==> src/rtl/rggen_register_initiator.sv <==
// rggen_register_initiator: initiator end of the register access bus.
// Accepts one host command at a time, drives it to REGISTERS responders,
// waits for the selected responder to complete and returns status/read data.
// Optional feature: define RGGEN_REGISTER_INITIATOR_TIMEOUT_EN to abort an
// access that has not completed after TIMEOUT_CYCLES cycles with SLVERR.
module rggen_register_initiator #(
   parameter int unsigned ADDRESS_WIDTH  = 8,
   parameter int unsigned BUS_WIDTH      = 32,
   parameter int unsigned REGISTERS      = 1,
   parameter int unsigned TIMEOUT_CYCLES = 64
) (
   input  logic                           i_clk,
   input  logic                           i_rst_n,
   input  logic                           i_req_valid,
   output logic                           o_req_ready,
   input  logic                           i_req_write,
   input  logic [ADDRESS_WIDTH-1:0]       i_req_address,
   input  logic [BUS_WIDTH-1:0]           i_req_write_data,
   input  logic [BUS_WIDTH/8-1:0]         i_req_strobe,
   output logic                           o_rsp_valid,
   input  logic                           i_rsp_ready,
   output logic [1:0]                     o_rsp_status,
   output logic [BUS_WIDTH-1:0]           o_rsp_read_data,
   output logic                           o_register_valid,
   output logic [1:0]                     o_register_access,
   output logic [ADDRESS_WIDTH-1:0]       o_register_address,
   output logic [BUS_WIDTH-1:0]           o_register_write_data,
   output logic [BUS_WIDTH/8-1:0]         o_register_strobe,
   input  logic [REGISTERS-1:0]           i_register_active,
   input  logic [REGISTERS-1:0]           i_register_ready,
   input  logic [2*REGISTERS-1:0]         i_register_status,
   input  logic [BUS_WIDTH*REGISTERS-1:0] i_register_read_data
);

   localparam int unsigned STROBE_WIDTH = BUS_WIDTH / 8;
   localparam int unsigned ALIGN_BITS   = $clog2(STROBE_WIDTH);
   localparam logic [ADDRESS_WIDTH-1:0] ADDRESS_MASK = ~ADDRESS_WIDTH'((1 << ALIGN_BITS) - 1);

   localparam logic [1:0] STATUS_OKAY   = 2'b00;
   localparam logic [1:0] STATUS_SLVERR = 2'b10;
   localparam logic [1:0] ACCESS_NONE   = 2'b00;

   // Reject configurations the datapath cannot represent.
   if ((BUS_WIDTH % 8) != 0 || BUS_WIDTH == 0 || REGISTERS < 1 || TIMEOUT_CYCLES < 1) begin : g_invalid_parameters
      $error("rggen_register_initiator: invalid parameter set");
   end

   typedef enum logic [1:0] {
      IDLE     = 2'd0,
      ACCESS   = 2'd1,
      RESPONSE = 2'd2
   } state_e;

   state_e                    state_q;
   state_e                    state_d;

   logic                      sel_ready;
   logic [1:0]                sel_status;
   logic [BUS_WIDTH-1:0]      sel_read_data;
   logic                      one_hot;
   logic                      hit;
   logic                      timeout;
   logic                      done;
   logic [1:0]                done_status;
   logic [BUS_WIDTH-1:0]      done_read_data;

   logic                      register_valid_d;
   logic [1:0]                register_access_d;
   logic [ADDRESS_WIDTH-1:0]  register_address_d;
   logic [BUS_WIDTH-1:0]      register_write_data_d;
   logic [STROBE_WIDTH-1:0]   register_strobe_d;
   logic                      rsp_valid_d;
   logic [1:0]                rsp_status_d;
   logic [BUS_WIDTH-1:0]      rsp_read_data_d;

   assign o_req_ready = (state_q == IDLE);

   // Pick the fields of the (single) active responder.
   always_comb begin
      sel_ready     = 1'b0;
      sel_status    = STATUS_OKAY;
      sel_read_data = '0;
      for (int unsigned k = 0; k < REGISTERS; k++) begin
         if (i_register_active[k]) begin
            sel_ready     = i_register_ready[k];
            sel_status    = i_register_status[2*k+:2];
            sel_read_data = i_register_read_data[BUS_WIDTH*k+:BUS_WIDTH];
         end
      end
   end

   // Completion decision: decode error, selected responder ready, or timeout.
   assign one_hot        = (i_register_active != '0) &&
                           ((i_register_active & (i_register_active - REGISTERS'(1))) == '0);
   assign hit            = one_hot && sel_ready;
   assign done           = !one_hot || hit || timeout;
   assign done_status    = hit ? sel_status : STATUS_SLVERR;
   assign done_read_data = (hit && !o_register_access[0]) ? sel_read_data : '0;

`ifdef RGGEN_REGISTER_INITIATOR_TIMEOUT_EN
   localparam int unsigned COUNT_WIDTH = $clog2(TIMEOUT_CYCLES + 1);
   logic [COUNT_WIDTH-1:0] timeout_count;

   // Count ACCESS cycles that end without completion; cleared outside ACCESS.
   always_ff @(posedge i_clk or negedge i_rst_n) begin
      if (!i_rst_n) begin
         timeout_count <= '0;
      end else if (state_q != ACCESS) begin
         timeout_count <= '0;
      end else if (!done) begin
         timeout_count <= timeout_count + COUNT_WIDTH'(1);
      end
   end

   // The cycle in which the count would reach the limit is the last one allowed.
   assign timeout = (state_q == ACCESS) && (timeout_count == COUNT_WIDTH'(TIMEOUT_CYCLES - 1));
`else
   assign timeout = 1'b0;
`endif

   // State and output registers.
   always_ff @(posedge i_clk or negedge i_rst_n) begin
      if (!i_rst_n) begin
         state_q               <= IDLE;
         o_register_valid      <= 1'b0;
         o_register_access     <= ACCESS_NONE;
         o_register_address    <= '0;
         o_register_write_data <= '0;
         o_register_strobe     <= '0;
         o_rsp_valid           <= 1'b0;
         o_rsp_status          <= STATUS_OKAY;
         o_rsp_read_data       <= '0;
      end else begin
         state_q               <= state_d;
         o_register_valid      <= register_valid_d;
         o_register_access     <= register_access_d;
         o_register_address    <= register_address_d;
         o_register_write_data <= register_write_data_d;
         o_register_strobe     <= register_strobe_d;
         o_rsp_valid           <= rsp_valid_d;
         o_rsp_status          <= rsp_status_d;
         o_rsp_read_data       <= rsp_read_data_d;
      end
   end

   // Next-state logic.
   always_comb begin
      state_d = state_q;
      case (state_q)
         IDLE:     if (i_req_valid) state_d = ACCESS;
         ACCESS:   if (done)        state_d = RESPONSE;
         RESPONSE: if (i_rsp_ready) state_d = IDLE;
         default:                   state_d = IDLE;
      endcase
   end

   // Next values of the registered outputs; everything holds unless updated.
   always_comb begin
      register_valid_d      = o_register_valid;
      register_access_d     = o_register_access;
      register_address_d    = o_register_address;
      register_write_data_d = o_register_write_data;
      register_strobe_d     = o_register_strobe;
      rsp_valid_d           = o_rsp_valid;
      rsp_status_d          = o_rsp_status;
      rsp_read_data_d       = o_rsp_read_data;
      case (state_q)
         IDLE: begin
            if (i_req_valid) begin
               register_valid_d      = 1'b1;
               register_access_d     = {1'b1, i_req_write};
               register_address_d    = i_req_address & ADDRESS_MASK;
               register_write_data_d = i_req_write ? i_req_write_data : '0;
               register_strobe_d     = i_req_write ? i_req_strobe : '1;
            end
         end
         ACCESS: begin
            if (done) begin
               register_valid_d  = 1'b0;
               register_access_d = ACCESS_NONE;
               rsp_valid_d       = 1'b1;
               rsp_status_d      = done_status;
               rsp_read_data_d   = done_read_data;
            end
         end
         RESPONSE: begin
            if (i_rsp_ready) rsp_valid_d = 1'b0;
         end
         default: begin
            register_valid_d = 1'b0;
            rsp_valid_d      = 1'b0;
         end
      endcase
   end

endmodule

==> config.mk <==
export PLATFORM = sky130hd
export DESIGN_NAME = rggen_register_initiator
export DESIGN_NICKNAME = d
export VERILOG_FILES = /design/src/rtl/rggen_register_initiator.sv
export SDC_FILE = /design/constraint.sdc
export NUM_CORES = 1
export LEC_CHECK = 0
export ABC_AREA = 1
export CAP_MARGIN = 20
export CORE_ASPECT_RATIO = 0.6
export CORE_MARGIN = 2
export CORE_UTILIZATION = 30
export CTS_CLUSTER_SIZE = 8
export DETAILED_ROUTE_END_ITERATION = 6
export PLACE_DENSITY = 0.74
export SLEW_MARGIN = 15
export SYNTH_ARGS = -nofsm -noshare
export SYNTH_HDL_FRONTEND = slang
export SYNTH_SLANG_ARGS = --single-unit
==> constraint.sdc <==
create_clock -name i_clk -period 1.6 [get_ports i_clk]
set_input_delay 0.32 -clock i_clk [delete_from_list [all_inputs] [get_ports i_clk]]
set_output_delay 0.32 -clock i_clk [all_outputs]
set_load 0.03 [all_outputs]
==> reports/metrics.yaml <==
status: "finished clean"
seq_area_um2: 2050
ys_ff_latch: 82
crit_arrival_ns: 1.22
hold_buffers: 0
fin_tns_setup_ns: 0
dp_hpwl_um: 6400
synth_edf_count: 0
htree_levels: 3
finalSetupViolCount: 0
grt_first_pass_wirelength_um: 15300
cap_violations: 0
routed_wl_um: 9010
firstDrtPassIters: 4
path_max_fanout: 7
multi_input_area_um2: 1050
fmax_ghz: 0.647
drive_gt1_share_pct: 6.73
min_period_ns: 1.54
period_share_pct: 96.5
cts.clk_slew.worst_paths_ns: 0.06
pwr_density_cell_nw_per_um2: 2050
crit_type: "reg2out"
cts_tree: "yes"
worstSetupEndpointType: "output pin"
clock_path_buffers: 2
grt_pass1_vias: 3042
nNetsFinal: 615
synth_top_area_share_pct: 62.9
grt_max_degree: 83
ys_types: 19
start_kind: "flop"
vias: 2994
cts_buffers: 9
row_count: 29
overflow: 0
yosys.area.top_type: "dfrtp_1"
diodes: 0
fin_worst_skew_ns: 0.00446
fin_ws_ns: 0.0553
drcViolationCount: 0
post-synth-top-count-cell: "nand2_1"
antenna_found_initial: 0
gr-usage-all-layers_pct: 16.3
wl_per_cell_um: 13.4
synthCells: 364
synth_common_cells: "nand2_1 (194), dfrtp_1 (82), nand3_1 (39)"
die-area_um2: 11800
coreArea_um2: 10600
cts_root_buffer: "clkbuf_16"
synthFlopType: "dfrtp_1"
synthesis.area_um2: 3260
die_h_um: 84.8
synth.avg_cell_area_um2: 8.97
yosys-top-cells-area: "dfrtp_1 (63%), nand2_1 (22%), nand3_1 (6.0%)"
crit_required_ns: 1.28
p_leak_nw: 2.92
slew_violations: 0
finalHoldViolCount: 0
io_pins: 168
place_congestion: 0.787
hold_class: "in2async"
drt_iter0_markers: 118
numPortBuffers: 163
place_ws_ns: 0.0342
die-width_um: 139
yosys_warnings: 0
rsz0062_at_grt: "false"
vdd_ir_drop_max_mv: 0.859
post_cts_buffers: 0
ys_seq_area_share_pct: 62.9
synthToLayoutAreaGrowth_pct: 62.5
start_util_pct: 30.8
ant_nets: 0
async_flop_share_pct: 100
clk_latency_ns: 0.33
vias_per_cell: 4.44
numClockSinks: 82
nFillCells: 978
cell type report:
cell class | instances | area share [%]
clock buffers | 12 | 4.65
flip-flops and latches | 82 | 38.7
multi-input cells | 254 | 19.9
repair buffers | 175 | 31.5
well taps | 139 | 3.28
inverters | 8 | 0.566
clock inverters | 4 | 1.42
where the power goes:
part / leakage (nW) / internal, mW / switching, mW
clock network: 0.149 / 1.41 / 0.807
logic: 1.71 / 1.68 / 3.42
registers: 1.07 / 3.02 / 0.525
stage by stage:
| stage | cells | power [mW] | instance area (um2) | utilization (%) | hold slack, ns |
|---|---|---|---|---|---|
| 5_1_grt | 674 | 11.6 | 5300 | 50.1 | 0.0392 |
| 4_1_cts | 674 | 11.0 | 5300 | 50.0 | 0.0240 |
| 3_5_place_dp | 658 | 9.38 | 5080 | 47.9 | 0.389 |
| 2_1_floorplan | 365 | 6.71 | 3270 | - | 0.0244 |
| 3_3_place_gp | 658 | 9.26 | 5080 | 47.9 | 0.379 |
| 6_report | 674 | 10.9 | 5300 | 50.1 | 0.00738 |
worst paths after layout:
path / start / to / slack [ns] / depth (start not counted)
min in group i_clk: o_register_address[4] / o_register_address[4] / 0.47 / 2
max in group asynchronous: i_rst_n / state_q[0] / 1.22 / 2
hold / removal: i_rst_n / o_register_write_data[30] / 0.007 / 2
setup reg to reg: state_q[1] / o_register_write_data[7] / 0.36 / 6
setup / recovery: state_q[1] / o_req_ready / 0.06 / 3
hold reg to reg: o_register_address[4] / o_register_address[4] / 0.47 / 2
what timing repair did:
action | in CTS | in global routing
endpoints found under the setup margin | 81 | 1
hold endpoints to repair | 0 | 0
gates cloned | 0 | 0
gates resized for setup | 81 | 2
per-layer routing:
metal | vias to the layer above | global-route usage (%) | part of all wire (%)
li1 | 1461 | - | -
met1 | 1390 | 21.8 | 47
met2 | 131 | 23.9 | 41
met3 | 12 | 7.59 | 11
met4 | 0 | 4.41 | 1.2
met5 | - | 0 | 0
state kept, by name, indices dropped and copies added, names as in the netlist:
register,flops
o_register_access,2
o_register_address,6
o_register_strobe,4
o_register_valid,1
o_register_write_data,32
o_rsp_read_data,32
o_rsp_status,2
o_rsp_valid,1
state_q,2
placed cells by master, fill, tap and decap left out, types with 4 or more instances in the layout:
cell,count
inv_1,7
nor2_1,6
o21ai_0,5
clkbuf_16,9
buf_4,9
dfrtp_1,80
clkdlybuf4s50_1,81
nand3_1,39
buf_12,4
nand2_1,194
dlygate4sd2_1,80
worst max-delay path: stages (launching register included):
cell and delay (ns):
dfrtp_2 0.44, nor2_4 0.16, buf_6 0.14, buf_4 0.16
logic make-up (layout without fill, tap and decap cells):
group	Yosys count	count (layout)	synth area share [%]
other	1	2	0.115
buffers and inverters	29	199	4.98
and+or+nand+nor	244	244	30.7
AOI/OAI and AO/OA	8	8	1.38
DFF	82	82	62.9
Power figures use the tool's default switching activity.
